`config.mk`:
```
export PLATFORM = sky130hd
export DESIGN_NAME = sr_cmd_recover
export DESIGN_NICKNAME = d
export VERILOG_FILES = /design/src/rtl/sr_cmd_recover.sv
export SDC_FILE = /design/constraint.sdc
export NUM_CORES = 1
export LEC_CHECK = 0
export ABC_AREA = 1
export BUFFER_PORTS_ARGS = -buffer_cell sky130_fd_sc_hd__buf_4
export CORE_ASPECT_RATIO = 0.6
export CORE_MARGIN = 1.5
export CORE_UTILIZATION = 36
export DETAILED_ROUTE_END_ITERATION = 7
export RECOVER_POWER = 50
export SETUP_SLACK_MARGIN = 0.4
export SLEW_MARGIN = 15
export SYNTH_ARGS = -nofsm -noshare
export SYNTH_HDL_FRONTEND = slang
export SYNTH_SLANG_ARGS = --single-unit
```
`constraint.sdc`:
```
create_clock -name clk -period 2.25 [get_ports clk]
set_input_delay 0.45 -clock clk [delete_from_list [all_inputs] [get_ports clk]]
set_output_delay 0.45 -clock clk [all_outputs]
set_load 0.02 [all_outputs]
```
`src/rtl/sr_cmd_recover.sv`:
```
// Turns a toggle-word stream into per-bit S/R commands against a shadow T-flop bank, queued for a valid/ready consumer.
// A word accepted at edge N is at the head after edge N; t_ready drops while the queue is full (registered, no pass-through).

module sr_fifo #(
  parameter int WIDTH = 8,
  parameter int DEPTH = 4
) (
  input  logic             clk,
  input  logic             clr,
  input  logic             push_vld,
  input  logic [WIDTH-1:0] push_dat,
  output logic             push_rdy,
  output logic             pop_vld,
  output logic [WIDTH-1:0] pop_dat,
  input  logic             pop_rdy
);
  localparam int AW = (DEPTH > 1) ? $clog2(DEPTH) : 1;
  localparam int CW = $clog2(DEPTH + 1);

  logic [WIDTH-1:0] mem [DEPTH];
  logic [AW-1:0]    wr_ptr;
  logic [AW-1:0]    rd_ptr;
  logic [CW-1:0]    cnt;
  logic             full;
  logic             empty;
  logic             do_push;
  logic             do_pop;

  assign full     = (cnt == CW'(DEPTH));
  assign empty    = (cnt == '0);
  assign do_push  = push_vld & ~full;
  assign do_pop   = pop_rdy & ~empty;
  assign push_rdy = ~full;
  assign pop_vld  = ~empty;
  // Head reads as zero when nothing is queued.
  assign pop_dat  = empty ? '0 : mem[rd_ptr];

  always_ff @(posedge clk) begin
    if (clr) begin
      wr_ptr <= '0;
      rd_ptr <= '0;
      cnt    <= '0;
    end else begin
      if (do_push) wr_ptr <= wr_ptr + AW'(1);
      if (do_pop)  rd_ptr <= rd_ptr + AW'(1);
      case ({do_push, do_pop})
        2'b10:   cnt <= cnt + CW'(1);
        2'b01:   cnt <= cnt - CW'(1);
        default: cnt <= cnt;
      endcase
    end
  end

  always_ff @(posedge clk) begin
    if (do_push && !clr) mem[wr_ptr] <= push_dat;
  end
endmodule

module sr_cmd_recover #(
  parameter int W         = 4,
  parameter int DEPTH     = 4,
  parameter bit DROP_HOLD = 1'b0
) (
  input  logic         clk,
  input  logic         clr,
  input  logic [W-1:0] t_in,
  input  logic         t_valid,
  output logic         t_ready,
  output logic [W-1:0] s_out,
  output logic [W-1:0] r_out,
  output logic [W-1:0] q_out,
  output logic         out_valid,
  input  logic         out_ready,
  output logic [W-1:0] q_shadow,
  output logic [15:0]  toggle_cnt,
  output logic         overflow
);
  typedef struct packed {
    logic [W-1:0] s;
    logic [W-1:0] r;
    logic [W-1:0] q;
  } cmd_t;

  cmd_t push_dat;
  cmd_t head_dat;
  logic accept;
  logic hold;
  logic push_vld;

  assign accept   = t_valid & t_ready;
  assign hold     = (t_in == '0);
  // With DROP_HOLD an all-zero word is still accepted, it just never reaches the queue.
  assign push_vld = accept & ~(DROP_HOLD & hold);

  assign push_dat.s = t_in & ~q_shadow;
  assign push_dat.r = t_in & q_shadow;
  assign push_dat.q = q_shadow ^ t_in;

  sr_fifo #(
    .WIDTH ($bits(cmd_t)),
    .DEPTH (DEPTH)
  ) u_fifo (
    .clk      (clk),
    .clr      (clr),
    .push_vld (push_vld),
    .push_dat (push_dat),
    .push_rdy (t_ready),
    .pop_vld  (out_valid),
    .pop_dat  (head_dat),
    .pop_rdy  (out_ready)
  );

  assign s_out = head_dat.s;
  assign r_out = head_dat.r;
  assign q_out = head_dat.q;

  always_ff @(posedge clk) begin
    if (clr) begin
      q_shadow   <= '0;
      toggle_cnt <= '0;
      overflow   <= 1'b0;
    end else begin
      if (accept) q_shadow <= push_dat.q;
      if (accept && !hold && toggle_cnt != 16'hFFFF) toggle_cnt <= toggle_cnt + 16'd1;
      if (t_valid && !t_ready) overflow <= 1'b1;
    end
  end
endmodule
```
# --- Word-level counts from Yosys, hierarchy flattened ---
# Memory sizes are Yosys's and may differ from the RTL's. A register that Yosys moved wholly into a read port is not among the register bits.
# Cells that the tools add are included.
totals:
  in_bits: 8
  ramBits: 48
  out_inout_bits: 35
  ff_bits: 28
  n_memories: 1
classes:
  reduce_logical: 9
  eq_ne: 4
  n_addsub: 5
  muxes: 6
  bitwise_logic: 9
memory_table:
  columns: ["name", "words", "width", "read_ports", "rd_clocked_by_memory_dff", "wr", "line_no", "source"]
  rows:
  - ["u_fifo.mem", 4, 12, 1, 1, 1, "20", "logic [WIDTH-1:0] mem [DEPTH];"]
ops:
  columns: ["op", "n"]
  rows:
  - ["adder 16 x 1 -> 16 bit (second input constant)", 1]
  - ["inequality test 16 bit (second input constant)", 1]
  - ["2-to-1 mux 12 bit", 1]
  - ["AND 4 bit", 2]
  - ["case mux 3 bit (2 select lines)", 1]
  - ["adder 2 x 1 -> 2 bit (second input constant)", 2]
  - ["logical AND 1 bit", 4]
  - ["zero test 4 bit", 1]
  - ["2-to-1 mux 2 bit", 2]
  - ["inverter 4 bit", 1]
  - ["bitwise XOR 4 bit", 1]
  - ["adder 3 x 1 -> 3 bit (second input constant)", 1]
  - ["AND 1 bit", 3]
  - ["== test 3 bit (second input constant)", 1]
  - ["zero test 3 bit", 1]
  - ["subtractor 3 x 1 -> 3 bit (second input constant)", 1]
  - ["== test 2 x 1 -> 1 bit (second input constant)", 1]
  - ["== test 2 bit (second input constant)", 1]
  - ["zero test 1 bit", 2]
  - ["2-to-1 mux 1 bit", 2]
  - ["inverter 1 bit", 2]
  - ["nonzero test 2 bit", 1]

# --- Longest topological paths before layout ---
# Gate-level depths: netlist of run 1.
logic_depth:
  depth_word: 7
  depth_mapped: 11
  mapped_depth_nobuf: 10

# --- Modules after synthesis ---
# A second synthesis of run 1 with hierarchy kept.
hier_totals:
  hier_cells: 415
  area_unflattened_um2: 3767.4
by_module_without_submodules:
  columns: ["module", "seq_area_each_um2", "cells_each", "instances", "area_each_um2"]
  rows:
  - ["sr_fifo", 1621.6, 215, 1, 2394.8]
  - ["sr_cmd_recover", 420.4, 200, 1, 1372.6]

# --- Least setup slack after synthesis of run 1 ---
# Ideal clock, no wire load.
synth_path:
  path_kind: "reg2reg"
  from: "register u_fifo.cnt[0]"
  to: "register u_fifo.cnt[2]"
  t_required_ns: 2.128
  stages_incl_launch_ff: 12
  setup_ns: 0.122
  setup_slack_ns: 0.207
  arrival_time_ns: 1.921
  period_less_slack_ns: 2.043
  path_buffers: 1
  cell_sequence: "dfxtp_1 -> inv_1 -> nand3_2 -> nand2_2 -> buf_4 -> ha_1 -> inv_1 -> fa_1 -> a21oi_1 -> o21ai_0 -> o21ai_0 -> a21oi_1"
synth_via:
  elab_chain_cells: 6
  elab_cells_between_ends: 13
  classes_between: "2 x add/sub; 3 x eq/ne; 1 x mux; 5 x bitwise; 2 x reduce/logical"
synth_rtl:
  columns: ["element", "line_no", "source"]
  rows:
  - ["start, declared", "23", "logic [CW-1:0] cnt;"]
  - ["start signal, assigned", "47", "2'b10: cnt <= cnt + CW'(1);"]
  - ["start signal, assigned", "48", "2'b01: cnt <= cnt - CW'(1);"]
  - ["start signal, assigned", "49", "default: cnt <= cnt;"]
  - ["== test 3 bit (*)", "29", "assign full = (cnt == CW'(DEPTH));"]
  - ["inverter 1 bit (*)", "33", "assign push_rdy = ~full;"]
  - ["named net t_ready", "68", "output logic t_ready,"]
  - ["AND 1 bit", "90", "assign accept = t_valid & t_ready;"]
  - ["AND 1 bit (*)", "31", "assign do_push = push_vld & ~full;"]
  - ["== test 2 x 1 -> 1 bit / == test 2 bit (equally long branches)", "46", "case ({do_push, do_pop})"]
  - ["case mux 3 bit (2 select lines) / nonzero test 2 bit (equally long branches)", null, null]
# Mark *: on every way through the listed nets, which the timed path passes. The rest lies on a longest branch.
# A chain may end at the register's enable or synchronous reset.

# --- Worst setup path in the final report of run 1 ---
layout_path:
  from: "register u_fifo.cnt[1]"
  to: "memory u_fifo.mem[2][4] (netlist bit), enable pin"
layout_via:
  elab_chain_cells: 7
layout_rtl:
  columns: ["element", "line_no", "source"]
  rows:
  - ["== test 3 bit (*)", "29", null]
  - ["inverter 1 bit (*)", "31, 33", null]
  - ["AND 1 bit", "90", null]
  - ["AND 1 bit (*)", "31", null]
  - ["logical AND 1 bit (*)", "55", "if (do_push && !clr) mem[wr_ptr] <= push_dat;"]
  - ["2-to-1 mux 1 bit (*)", "55", null]
  - ["2-to-1 mux 1 bit (implied by the code) (*)", "55", null]
  - ["end, declared", "20", null]
# Every way passes the cells marked *; elsewhere a longest branch is shown, timed or not.

==> flow_summary.toml, run 1 <==
[clock_network]
numCtsBuffers = 9
clockRootBuffer = "clkbuf_16"
clk_pin_slew_ns = 0.06
cts_buffer_depth = 2
cts_tree = "yes"
clk_latency_ns = 0.33
cts_sinks = 78
h-tree-depth = 3

[placement]
dp_slack_ns = 0.3549
portBuffers = 42
place_congestion = 0.8185
hpwl_um = 5527
post_dp_cell_area_um2 = 4056

[critical_path]
start_kind = "flip-flop"
path_max_fanout = 12
r2r_cells = 5
reg2reg_from = "u_fifo.cnt[1]"
worst-r2r-setup-slack_ns = 0.26
r2r_end = "u_fifo.mem[2][4]"
critPathKind = "reg2reg"
endpoint_kind = "flip-flop"
arrival_ns = 1.95
crit_chain = "inv_1 > nand3_1 > nand3_1 > nor2_1 > clkbuf_1"
crit_slowest_cell = "clkbuf_1"
crit_path_start = "u_fifo.cnt[1]"
cpMostUsedCell = "nand3_1"
crit_end = "u_fifo.mem[2][4]"
slowest_delay_ns = 0.60
cp.required_ns = 2.21

[drt]
drt_iter0_drc = 142
drt-total-wl_um = 8121
drtPass1Iterations = 4
num_vias = 2724
via_per_inst = 4.688
ant_nets = 0
drc = 0
routedWlPerCell_um = 13.98

[pwr]
vdd_ir_drop_max_v = 0.0004578
leakage_nw = 1.726
power_density_nw_per_um2 = 1074

[global_route]
grt_max_degree = 25
track_usage = 0.1602
antenna_found_initial = 0
grt_pass1_vias = 2365
grt.overflow.total = 0
grt_pass1_wl_um = 12610

[sta]
slew_headroom = 0.4797
tns_ns = 0
rsz0062_at_grt = "true"
period_needed_ns = 1.987
fmax_mhz = 503.3
finClkSkew_ns = 0.004605
hold_viol_final = 0
post-route-period-util = 0.8831
worstMarginPinSlew_ns = 0.7804
setup_viol_count_final = 0
drv_slew = 0
setup_slack_ns = 0.2631

[min_path]
hold_path.class = "in2reg"
hold_path_depth = 2

[synth]
ys_types = 24
syn-num-nets = 410
netlist_area_um2 = 3553
yosysWarnings = 0
ys_ff_latch = 78
synth-seq-area-share = 0.5746
syn_avg_cell_area_um2 = 9.182
syn_inst = 387

[floorplan]
fp.dieH_um = 79.96
dieArea_um2 = 10490
io_pins = 43
initial_core_util = 0.3784
rows = 27
core_um2 = 9392
die_w_um = 131.3

[final_layout]
regArea_um2 = 2047
final_layout_size_suffix_gt1_frac = 0.1973
area_delta_synth_final_pct = 26.27
antennaDiodeCount = 0
multi_input_area_um2 = 1375
finalNetCount = 469
fill_cells = 932
design_area_um2 = 4487

[status]
outcome = "finished clean"

[run]
drv_cap = 0
-- layout make-up --
cell class                      instances  area share
Clock inverter                          7     0.02705
Tap cell                              130     0.03625
Sequential cell                        78      0.4562
Clock buffer                            9     0.05020
Timing Repair Buffer                   61     0.09230
Inverter                               36     0.03151
Multi-Input combinational cell        260      0.3065
-- worst min-delay path by stage --
stage | from | endpoint | slack (ns)
6_report | clr | toggle_cnt[4] | 0.37
3_3_place_gp | u_fifo.rd_ptr[1] | u_fifo.rd_ptr[1] | 0.45
4_1_cts | clr | toggle_cnt[4] | 0.36
3_5_place_dp | overflow | overflow | 0.45
2_1_floorplan | u_fifo.rd_ptr[1] | flip-flop | 0.44
5_1_grt | clr | toggle_cnt[4] | 0.36
-- cell families after synthesis --
group / count (synthesis) / share of synthesized area
AO/OA/AOI/OAI: 75 / 0.1056
adder cells (fa/ha/maj): 15 / 0.05493
AND/OR/NAND/NOR: 165 / 0.1965
XOR/XNOR: 5 / 0.01233
flip-flops: 78 / 0.5746
buffers and inverters: 49 / 0.05599
-- state kept, by name (all words and copies together) (netlist names), named ones only --
| register | cells |
|---|---|
| u_fifo.mem | 48 |
| toggle_cnt | 16 |
| overflow | 1 |
| u_fifo.rd_ptr | 2 |
| q_shadow | 4 |
| u_fifo.cnt | 3 |
| u_fifo.wr_ptr | 2 |
-- synth_stat cells --
library cell	n	share of area
nor3_2	1	0.0028
nand3b_1	1	0.0021
nor2_2	1	0.0018
o21ai_0	37	0.052
inv_2	4	0.0042
fa_1	1	0.0056
a21oi_1	38	0.054
xnor2_1	2	0.0049
nand3_1	15	0.021
inv_1	32	0.034
nand2_1	47	0.050
nor2_1	91	0.096
buf_2	3	0.0042
edfxtp_1	48	0.41
nand4_1	1	0.0018
nand3_2	4	0.011
nor2_4	2	0.0063
nand2_2	2	0.0035
clkbuf_1	8	0.0085
dfxtp_1	30	0.17
xor2_1	3	0.0074
ha_1	14	0.049
buf_4	1	0.0021
buf_6	1	0.0032
-- routing by layer --
metal,wire [um],global-route usage,vias to the layer above
met2,3364,0.2323,46
li1,-,-,1403
met5,0,0,-
met3,314,0.04508,6
met1,4364,0.2293,1269
met4,78,0.05222,0
-- metrics by stage --
step	power [mW]	hold WS, ns	std cells	utilization
final	4.819	0.3711	581	0.4778
after global routing	5.057	0.3644	581	0.4778
after CTS	4.826	0.3593	577	0.4782
after detailed placement	3.060	0.4523	556	0.4319
after global placement	3.047	0.4485	556	0.4319
after floorplan	2.558	0.4362	387	-
-- power by group --
group | switching, mW | internal, mW
clock network | 0.574 | 1.09
registers | 0.0896 | 1.67
logic | 0.867 | 0.533
-- worst max-delay path, delay by kind of cell, from the launching register on --
family	cells	cell delay (ns)
buf+inv	2	0.68
flops	1	0.35
simple gates	3	0.59
-- cell usage in the layout, fill, tap and decap left out, types with 3 or more instances in the layout --
| cell type | instances |
|---|---|
| nor2_1 | 77 |
| edfxtp_1 | 48 |
| nand2_1 | 46 |
| a21oi_1 | 37 |
| buf_4 | 33 |
| inv_1 | 31 |
| dfxtp_1 | 28 |
| o21ai_0 | 24 |
| clkbuf_1 | 20 |
| nand3_1 | 16 |
| ha_1 | 14 |
| o21ai_1 | 13 |
| nor2_2 | 12 |
| clkbuf_16 | 9 |
| nor2_4 | 5 |
| buf_6 | 5 |
| inv_2 | 3 |
| nand3_2 | 3 |
| xor2_1 | 3 |
| bufinv_16 | 3 |
-- timing repair --
action | 4_1_cts | 5_1_grt
pin swaps | 7 | 19
buffers inserted | 5 | 4
gates resized for setup | 16 | 30
endpoints found under the setup margin | 14 | 21
hold buffers | 0 | 0
No activity file was read; power rests on OpenSTA's default activity.
==> inputs of run 2 (changes only) <==
==> constraint.sdc (replaced) <==
create_clock -name clk -period 1.8 [get_ports clk]
set_input_delay 0.09 -clock clk [delete_from_list [all_inputs] [get_ports clk]]
set_output_delay 0.09 -clock clk [all_outputs]
set_load 0.02 [all_outputs]
==> run 2 against run 1 <==
Effect of this change:
- sequential share of layout area is 5.8 points lower
- clock skew grew 0.0010 ns
- critical path depth is 4 higher
- via count is 7.0% higher
- non-clock buffer count rose by 25
- first-iteration DRC count is 11% higher
- wire length up 15%
- sequential cell count stayed put
- die area is the same
- register-to-register slack got worse by 0.11 ns
- setup slack got worse by 0.11 ns
- final cell count is 4.3% higher
- largest power group is now combinational logic
- highest routed layer unchanged
==> flow_summary.toml, run 2 (same netlist as run 1, synthesis figures left out) <==
[final_layout]
finalNetCount = 494
regMostFlops = "u_fifo.mem"
largest_reg_flops = 48
antennaDiodeCount = 0
area_delta_synth_final_pct = 45.49
final_layout_size_suffix_gt1_frac = 0.3908
top_regs = "u_fifo.mem (48), toggle_cnt (16), q_shadow (4)"
final_cells = 606
final_common_cell = "buf_4"
layout_common_cells = "buf_4 (54), edfxtp_1 (48), nor2_1 (46), nand2_1 (38), a21oi_1 (32)"
fill_cells = 816

[sta]
setup_slack_ns = 0.1491
tns_ns = 0
finClkSkew_ns = 0.005640
drv_slew = 0
period_needed_ns = 1.651
hold_slack_ns = 0.008621
rsz0062_at_grt = "true"
setup_viol_count_final = 0
fmax_mhz = 605.7
slew_headroom = 0.7333
hold_viol_final = 0
post-route-period-util = 0.9172
worstMarginPinSlew_ns = 0.3989

[floorplan]
core_um2 = 9392
die_w_um = 131.3
rows = 27
fp.dieH_um = 79.96
dieArea_um2 = 10490
io_pins = 43
initial_core_util = 0.3784

[global_route]
grt_max_degree = 25
grt_pass1_vias = 2706
grt_pass1_wl_um = 14190
track_usage = 0.1764
antenna_found_initial = 0
grt.overflow.total = 0

[critical_path]
endpoint_kind = "flip-flop"
critPathKind = "reg2reg"
crit_chain = "clkinv_4 > nand3_4 > nand2_4 > ha_4 > inv_4 > fa_2 > nor2_1 > a21oi_1 > nor2_1"
arrival_ns = 1.87
crit_slowest_cell = "fa_2"
cpMostUsedCell = "nor2_1"
slowest_delay_ns = 0.51
cp.required_ns = 2.02
start_kind = "flip-flop"
path_max_fanout = 3

[pwr]
power_density_nw_per_um2 = 1220
leakage_nw = 1.951
vdd_ir_drop_max_v = 0.0005776

[placement]
dp.cells = 558
portBuffers = 42
dp_slack_ns = 0.08734
place_congestion = 0.7994
hpwl_um = 5572

[drt]
drt-total-wl_um = 9357
routedWlPerCell_um = 15.44
via_per_inst = 4.812
ant_nets = 0
drt_iter0_drc = 158
drc = 0
num_vias = 2916
drtPass1Iterations = 4

[clock_network]
h-tree-depth = 3
cts_buffer_depth = 2
clk_pin_slew_ns = 0.06
cts_tree = "yes"
clk_latency_ns = 0.33
numCtsBuffers = 9
cts_sinks = 78
clockRootBuffer = "clkbuf_16"

[run]
drv_cap = 0

[min_path]
hold_path.class = "in2reg"

[status]
outcome = "finished clean"
run 2: changes by cell type in the layout (fill, tap and decap cells not counted), moves of 7 or more:
cell     change
nand3_1     -10
o21ai_0     -15
nand2_1      -8
o21ai_1      +9
nor2_1      -31
nand3_2      +7
buf_4       +21
nor2_4      +23
nor2_2       +8
run 2: worst max-delay path: cells and delay by family, from the launching register on:
family	cells	cell delay (ns)
DFF	1	0.37
and+or+nand+nor	4	0.28
adders and majority gates	2	0.65
AOI/OAI and AO/OA	1	0.14
buffers and inverters	2	0.10
run 2: path summary, 6_finish.rpt:
path                  from        endpoint  slack (ns)  depth (start not counted)
min                    clr  toggle_cnt[12]       0.009                          2
min reg2reg       overflow        overflow        0.46                          2
max reg2reg  u_fifo.cnt[1]   u_fifo.cnt[1]        0.15                          9
max          u_fifo.cnt[1]   u_fifo.cnt[1]        0.15                          9
run 2: cell type report:
class	instances	area (um2)	share of cell area
inverters	36	156.4	0.03025
well taps	130	162.7	0.03146
clock inverters	5	58.81	0.01137
multi-input cells	260	1757	0.3398
clock buffers	11	232.7	0.04501
flip-flops and latches	78	2058	0.3981
repair buffers	86	744.5	0.1440
run 2: layer usage:
metal  up-vias  routed length, um  global-route usage
met5         -                  0                   0
met4         0                102             0.05111
met3        12                606             0.04762
met2        72               4293              0.2698
met1      1382               4355              0.2456
li1       1450                  -                   -
run 2: what timing repair did:
action                     CTS  global route
hold endpoints to repair     1             0
cloned                       2             1
hold buffers                 1             0
setup endpoints to repair   77            78
gates resized for setup     57           121
pin swaps                   32            49
setup buffers               12            16
run 2: where the power goes:
| group | switching [mW] | total, mW | internal [mW] |
|---|---|---|---|
| registers | 0.140 | 2.24 | 2.10 |
| clock network | 0.710 | 1.79 | 1.08 |
| logic | 1.32 | 2.28 | 0.969 |
| total | 2.17 | 6.31 | 4.14 |
run 2: stage by stage:
step	utilization	cell area [um2]	power, mW
after floorplan	-	3623	3.246
after global placement	0.4391	4124	3.854
after detailed placement	0.4391	4124	3.878
after CTS	0.5016	4711	5.988
after global routing	0.5505	5170	6.603
final	0.5505	5170	6.309
